===== src/rtl/cam_match_iter.sv =====
// cam_match_iter
//   Walks a 32-bit CAM match vector and emits the index of every set bit,
//   lowest index first, one index per valid/ready beat. An all-zero vector
//   produces a single "no match" beat. The popcount of each accepted vector
//   is latched for status.
//
// Ports
//   clk          sole clock, rising edge
//   rst_n        asynchronous active-low reset
//   in_valid     match vector offered
//   in_ready     block can accept a vector (IDLE and no abort)
//   in_match     match vector, bit i = CAM entry i hit
//   abort        synchronous flush of the lookup in progress
//   out_valid    result beat present
//   out_ready    consumer accepts the beat
//   out_idx      matching entry index
//   out_last     final beat of this lookup
//   out_none     lookup had no matches (out_idx = 0)
//   busy         FSM not in IDLE
//   match_count  popcount of the last accepted vector

// prienc_32_5
//   Combinational priority encoder: index of the lowest set bit of req.
//   Returns 0 when req is all zero.
// Ports
//   req  request vector
//   idx  index of the lowest set bit
module prienc_32_5 (
  input  logic [31:0] req,
  output logic [4:0]  idx
);

  // Scan from the top down so that the lowest set bit is written last.
  always_comb begin
    idx = '0;
    for (int i = 31; i >= 0; i--) begin
      if (req[i]) idx = 5'(i);
    end
  end

endmodule

// state | meaning
// ------+--------------------------------------------------------------
// IDLE  | waiting for a match vector; in_ready high unless abort
// ITER  | emitting indices of the remaining set bits in pend
// NONE  | emitting the single "no match" beat for an all-zero vector
module cam_match_iter #(
  parameter int ENTRIES = 32,
  parameter int IDX_W   = 5
) (
  input  logic               clk,
  input  logic               rst_n,
  input  logic               in_valid,
  output logic               in_ready,
  input  logic [ENTRIES-1:0] in_match,
  input  logic               abort,
  output logic               out_valid,
  input  logic               out_ready,
  output logic [IDX_W-1:0]   out_idx,
  output logic               out_last,
  output logic               out_none,
  output logic               busy,
  output logic [IDX_W:0]     match_count
);

  typedef enum logic [1:0] {
    IDLE = 2'd0,
    ITER = 2'd1,
    NONE = 2'd2
  } state_t;

  state_t             state, state_nxt;
  logic [ENTRIES-1:0] pend, pend_nxt;
  logic [ENTRIES-1:0] pend_clr;
  logic [IDX_W-1:0]   enc_idx;
  logic [IDX_W:0]     pop;
  logic               accept;

  prienc_32_5 u_prienc (
    .req (pend),
    .idx (enc_idx)
  );

  // Clearing the lowest set bit; only consumed in ITER where pend != 0,
  // so the subtraction never wraps in a way that matters.
  assign pend_clr = pend & (pend - 1'b1);

  always_comb begin
    pop = '0;
    for (int i = 0; i < ENTRIES; i++) begin
      pop = pop + (IDX_W+1)'(in_match[i]);
    end
  end

  always_comb begin
    state_nxt = state;
    pend_nxt  = pend;
    in_ready  = 1'b0;
    accept    = 1'b0;
    out_valid = 1'b0;
    out_idx   = '0;
    out_last  = 1'b0;
    out_none  = 1'b0;

    unique case (state)
      IDLE: begin
        in_ready = !abort;
        if (in_valid && !abort) begin
          accept    = 1'b1;
          pend_nxt  = in_match;
          state_nxt = (in_match != '0) ? ITER : NONE;
        end
      end
      ITER: begin
        out_valid = 1'b1;
        out_idx   = enc_idx;
        out_last  = (pend_clr == '0);
        if (abort) begin
          // A coincident handshake is discarded along with the lookup.
          state_nxt = IDLE;
          pend_nxt  = '0;
        end else if (out_ready) begin
          pend_nxt = pend_clr;
          if (pend_clr == '0) state_nxt = IDLE;
        end
      end
      NONE: begin
        out_valid = 1'b1;
        out_none  = 1'b1;
        out_last  = 1'b1;
        if (abort) begin
          state_nxt = IDLE;
          pend_nxt  = '0;
        end else if (out_ready) begin
          state_nxt = IDLE;
        end
      end
      default: begin
        state_nxt = IDLE;
        pend_nxt  = '0;
      end
    endcase
  end

  always_ff @(posedge clk or negedge rst_n) begin
    if (!rst_n) begin
      state       <= IDLE;
      pend        <= '0;
      match_count <= '0;
    end else begin
      state <= state_nxt;
      pend  <= pend_nxt;
      if (accept) match_count <= pop;
    end
  end

  assign busy = (state != IDLE);

endmodule

===== config.mk =====
export PLATFORM = sky130hd
export DESIGN_NAME = cam_match_iter
export DESIGN_NICKNAME = d
export VERILOG_FILES = /design/src/rtl/cam_match_iter.sv
export SDC_FILE = /design/constraint.sdc
export NUM_CORES = 1
export LEC_CHECK = 0
export BUFFER_PORTS_ARGS = -buffer_cell sky130_fd_sc_hd__buf_2
export CAP_MARGIN = 20
export CORE_UTILIZATION = 52
export DETAILED_ROUTE_END_ITERATION = 12
export GPL_TIMING_DRIVEN = 0
export PLACE_DENSITY_LB_ADDON = 0.05
export SLEW_MARGIN = 20
export SYNTH_ARGS = -nofsm -noshare
export SYNTH_HDL_FRONTEND = slang
export SYNTH_SLANG_ARGS = --single-unit

===== constraint.sdc =====
create_clock -name clk -period 3 [get_ports clk]
set_clock_uncertainty 0.15 [all_clocks]
set_input_delay 0.15 -clock clk [delete_from_list [all_inputs] [get_ports clk]]
set_output_delay 0.15 -clock clk [all_outputs]
set_load 0.03 [all_outputs]

# == Word level (Yosys, flattened, before mapping) ==
# Cells that the tools add are included.
# word_totals
ff_bits,40
latchBits,0
mem_bits_rw,0
rom_bits,0
out_inout_bits,16
elab_cells,104
n_memories,0
# classes
addsub,32
n_mul,0
div_mod_pow,0
n_lt_le_gt_ge,0
n_eq_ne,7
n_shift,0
mux,52
bitwise,1
n_reduce_logical,9
# ops
op,n
$mux 5,33
$add 6x1->6,26
$mux 32,4
$pmux 32 s3,1
$and 32x32->32,1
$logic_not 32->1,1
$reduce_bool 32->1,1
$sub 32x1->32 const B,1
$mux 2,7
$ne 3x3->1 const B,3
$add 5x1->6,1
$pmux 2 s3,1
$add 4x1->5,1
$mux 1,5
$add 3x1->4,1
$ne 2x2->1 const B,2
$reduce_and 4->1,1
$add 2x1->3,1
$reduce_and 3->1,1
$add 1x1->2,1
$eq 2x1->1 const B,1
$eq 2x2->1 const B,1
$logic_not 2->1,1
$pmux 1 s2,1
4 further kinds,4

# == Depth between registers and ports, before layout ==
# logic_depth
word_depth,33
ltp_mapped,18
ltp_nobuf,18

# == Modules after synthesis ==
# A second synthesis with hierarchy kept.
# unflattened
cells_unflattened,406
area_unflattened_um2,3584.7
# by_module_without_submodules
mod,n_inst,cells_per_inst,area_each_um2,seq_area_each_um2
cam_match_iter,1,343,3219.3,1001.0
prienc_32_5,1,63,365.4,0.0

# == Least setup slack after synthesis ==
# No wires, ideal clock.
# synth_path
path_kind,input port to flip-flop
from,in in_match[11]
to,reg match_count[4]
setup_time_ps,135
arrival_ps,4193
required_time_ps,2715
slack_ps,-1478
stages,18
path_buffers,0
cell_sequence,fa_1 inv_1 fa_1 inv_1 fa_1 fa_1 fa_1 inv_1 fa_1 inv_1 ha_1 inv_1 fa_1 inv_1 a21o_1 a21oi_1 xor2_1 o21ai_0
# synth_via
elab_chain_len,21
# synth_lines
item,line_no,source
start: declaration,56,"input logic [ENTRIES-1:0] in_match,"
$add 6x1->6 (21 in a row),92,pop = pop + (IDX_W+1)'(in_match[i]);
end signal: assignment,154,if (accept) match_count <= pop;
end: declaration,64,output logic [IDX_W:0] match_count
# No other way between the ends.
# A chain may end at the register's enable or synchronous reset.

# == Final worst setup path ==
# layout_path
from,in in_match[5]
to,reg match_count[4]
# layout_via
elab_chain_len,27
# layout_lines
item,line_no
$add 5x1->6,92
$add 6x1->6 (26 in a row),92
# No other way between the ends.

==> results.md <==
- The flow ran to the end, but the final reports show violations.
- The checks that failed: hold timing, setup timing.
- The die width is 83.3 um.
- The primary flip-flop cell chosen by synthesis mapping is sky130_fd_sc_hd__dfrtp_1.
- The mean routed wirelength per cell is 19.4 um.
- The violation count after the first detailed-route iteration is 354.
- The area added between synthesis and finish is 26.8%.
- For hold timing, the worst endpoint is pend[21].
- The floorplan has 29 rows.
- Each instance of the synthesized netlist takes up on average 8.82 um2.
- The worst setup path is launched from an input port.
- Counting along the longest clock path gives a buffer depth of 2.
- The number of global-route vias before repair is 3268.
- The fraction of final layout cells sized beyond drive strength 1 is 0.258.
- The count of nets left with antenna violations once routing finished came out at 0.
- The relative max-transition margin is 0.371.
- The total I/O pin count is 53.
- The overall die height is 83.3 um.
- The first global-routing pass estimated 17.3 mm of wire.
- The power density over cell area is 1170 nW/um2.
- The number of buffers and inverters on the critical path is 5.
- The die covers 6950 um2.
- Setup repair after global routing could not meet its margin everywhere.
- The most common library cell in the layout ignoring fill and taps is sky130_fd_sc_hd__buf_2.
- The startpoint identified for the worst hold timing path is in_match[21].
- Measured on the finished design, the core utilization comes to 0.683.
- The final layout contains routed wiring with a total length of 10.7 mm.
- Of all flip-flops after synthesis, the portion carrying an async set or reset was 1.00.
- The largest stage delay on the critical path is 600 ps.
- The length of the first detailed-routing pass in iterations is 5.
- Summing all flip-flop and latch instances after layout gives 1010 um2.
- The worst hold path belongs to the class in -> reg.
- The signal on the critical path passes through buf_2 -> fa_1 -> fa_2 -> fa_1 -> fa_1 -> fa_2 -> inv_2 -> fa_2 -> inv_2 -> ha_4 -> inv_2 -> fa_2 -> inv_1 -> a21o_1 -> a21oi_2 -> xor2_1 -> o21ai_1.
- The most frequent cell on the critical path is sky130_fd_sc_hd__fa_2.
- The slowest cell on the critical path is sky130_fd_sc_hd__fa_1.
- Fill cells in the final layout number 525.
- The starting density of the core is 0.539.
- The number of flip-flops and latches in the synthesized netlist is 40.
- The number of antenna violations at the first check in global routing is 0.
- The wire-length estimate of the detail-placed layout is 7.96 mm.
- The placed instances occupy a cell area of 3830 um2.
- The final total power is 5.10 mW.
- The multi-input combinational cells in the finished layout cover a total of 2300 um2.
- The arrival time at the worst endpoint is 4480 ps.
- In this run the tool buffered the top-level ports with 52 buffer cells.
- The worst-case IR drop observed on VDD is 1.46 mV.
- Summing every instance area after synthesis gives 3440 um2.
- The worst reg2reg path depth is 8.
- The clock tree synthesis step divided the H-tree into 2 levels.
- On the final layout, the worst hold slack is -0.604 ps.
- sky130_fd_sc_hd__dfrtp_1 takes more of the synthesized area than any other cell.
- The overall fraction of global-route tracks in use is 0.320.
- Ranked by total cell area, the synthesized netlist is headed by sky130_fd_sc_hd__dfrtp_1 (29%), sky130_fd_sc_hd__fa_1 (14%), sky130_fd_sc_hd__a22o_1 (7.6%), sky130_fd_sc_hd__o21ai_0 (7.1%), sky130_fd_sc_hd__inv_1 (4.4%).
- The later-pin clock latency in the skew report is 300 ps.
- The remaining global-route overflow is 0.
- The required time reported for the critical path endpoint is 3030 ps.
- Setup slack on the critical path of the routed design comes to -1440 ps.
- The count of final hold-check violations came to 1.
- The count of flip-flops with a built-in enable after synthesis is 0.
- The number of diodes added for antenna fixing is 0.
- The finished layout cell area is 4360 um2.
- For this run, the top clock speed supported by timing is 0.225 GHz.
- After technology mapping, the gate count stands at 390.
- In this run the static leakage power is 2.00 nW.
- Of the total power, combinational logic draws 0.706.
- The share of the cycle needed by the critical path after routing is 1.48.
- Clock-pin slew was measured on the worst setup and hold paths at 80 ps.
- Counting I/O delays and the setup requirement, the final critical path takes 4440 ps.
- The worst hold path passes through 2 cells.
- The fraction of power spent switching nets is 0.488.
- The post-layout instance count excluding filler cells is 553.
- The critical path is of the in -> reg type.
- For this run, design rule violations remaining after detail routing come to 0.
- The biggest fanout along the worst timing path is 3.
- Detailed routing inserted a total of 3475 vias.
- The library cells used most frequently in the layout, excluding fill and tap cells, are sky130_fd_sc_hd__buf_2 (47), sky130_fd_sc_hd__o21ai_0 (44), sky130_fd_sc_hd__inv_1 (36).
- The largest net degree at the start of global routing is 41.
- The share of total power dissipated in sequential elements is 0.206.
- The number of max-slew violations in the final report is 0.
- The transition at the pin with the smallest max-transition slack is 944 ps.
- Max-cap violations in this run came to 0.
- The type of element capturing the critical path is a flip-flop.
- The worst register-to-register path has a setup slack of -570 ps.
- TritonCTS built the clock tree.
- Counting every net in the synthesized netlist gives 462.
- Among cell families on the critical path, the largest total delay comes from adder cells.
- The fraction of the yosys area taken by sequential cells is 0.291.
- Clock tree synthesis inserted a total of 5 buffers.
- Summed over all nets, the switching power comes to 2.49 mW.
- The clock tree root buffer cell is sky130_fd_sc_hd__clkbuf_8.
- OpenSTA, run right after detailed placement, puts the worst setup slack at -1800 ps.
- The count of different cell masters after synthesis is 54.
- The top-area cell type share of the netlist area is 0.291.
- The capture instance of the worst register-to-register path is state[1].
- Once placement completed, the tool counted placed cells totaling 519.
- At the end of routability-driven placement, the weighted congestion stood at 0.920.
- After detailed routing, the number of vias per cell comes to 6.28.
- For this run, the post-layout net count is 547.
- Setup violations remaining at the end of the flow were counted as 9.
- The number of warnings reported in the yosys synthesis log is 0.
- The tree built by TritonCTS fans out to 40 sinks.
- The internal cell power is 2.61 mW.
- The area of the core is 6390 um2.
- The share of total power dissipated in the clock network is 0.088.
- The startpoint identified for the worst register-to-register timing path is pend[6].
==> synthesized netlist by cell type, drive strengths merged, types with 3 or more instances <==
| cell | n |
|---|---|
| o31a | 3 |
| dfrtp | 40 |
| ha | 11 |
| xor2 | 3 |
| clkbuf | 19 |
| or3 | 7 |
| buf | 8 |
| o21a | 4 |
| a21o | 3 |
| nand4 | 5 |
| a21oi | 10 |
| a22o | 31 |
| o21ai | 49 |
| nor4 | 14 |
| o21bai | 3 |
| o31ai | 4 |
| nor2 | 28 |
| and3 | 6 |
| or4 | 8 |
| nand3 | 5 |
| fa | 24 |
| inv | 40 |
| nand2 | 13 |
| nor3 | 20 |
==> layout make-up <==
class | count | area share
Multi-Input combinational cell | 283 | 0.528
Clock buffer | 6 | 0.0166
Sequential cell | 40 | 0.231
Inverter | 40 | 0.0344
Timing Repair Buffer | 84 | 0.137
Clock inverter | 2 | 0.00803
Buffer | 21 | 0.0218
Tap cell | 77 | 0.0221
==> repair_timing <==
action	4_1_cts	5_1_grt
hold buffers	13	2
gates resized for setup	28	26
pin swaps	25	15
endpoints found under the hold margin	52	2
setup endpoints to repair	10	10
buffers inserted	10	7
==> cell families after synthesis <==
group / after synthesis / share of synthesized area
flops: 40 / 0.291
compound gates: 126 / 0.249
simple gates: 114 / 0.177
fa+ha+maj: 37 / 0.185
buf+inv: 67 / 0.0793
xor+xnor: 3 / 0.00764
mux: 3 / 0.0105
==> routing by layer <==
metal | global-route usage | share of wire | vias to the layer above
li1 | - | - | 1593
met1 | 0.459 | 0.43 | 1687
met2 | 0.484 | 0.45 | 168
met3 | 0.0547 | 0.086 | 27
met4 | 0.129 | 0.035 | 0
met5 | 0 | 0 | -
==> flip-flops by register name (all words and copies together), names as in the netlist <==
register / flops
match_count: 6
pend: 32
state: 2
==> power groups by stage <==
stage / logic (mW) / registers [mW] / clock network [mW]
floorplan: 2.38 / 0.996 / 0
global placement: 3.06 / 0.986 / 0
detailed placement: 3.15 / 0.996 / 0
CTS: 3.33 / 1.02 / 0.449
global route: 3.99 / 1.08 / 0.470
finish: 3.60 / 1.05 / 0.449
==> how the worst max path moves through the flow <==
stage,startpoint,endpoint,depth (start not counted)
after CTS,in_match[27],match_count[4],19
after global routing,in_match[19],match_count[4],19
after detailed placement,in_match[11],match_count[4],19
after floorplan,in_match[11],match_count[4],18
after global placement,in_match[11],match_count[4],19
final,in_match[5],match_count[4],17
==> worst register-to-register path, cell delays in order (launching register included) <==
cell                        delay (ps)
sky130_fd_sc_hd__dfrtp_2           460
sky130_fd_sc_hd__or4_4             560
sky130_fd_sc_hd__or4_4             550
sky130_fd_sc_hd__or3_4             370
sky130_fd_sc_hd__a222oi_1          350
sky130_fd_sc_hd__o2111ai_2         240
sky130_fd_sc_hd__buf_4             200
sky130_fd_sc_hd__o31a_4            290
sky130_fd_sc_hd__mux2_4            290
==> per-stage QoR <==
stage	setup TNS, ps	hold WS (ps)
2_1_floorplan	-7710	-296
3_3_place_gp	-10880	184
3_5_place_dp	-11240	199
4_1_cts	-8670	2.12
5_1_grt	-9770	16.1
6_report	-9060	-0.604
Power figures use the tool's default switching activity.
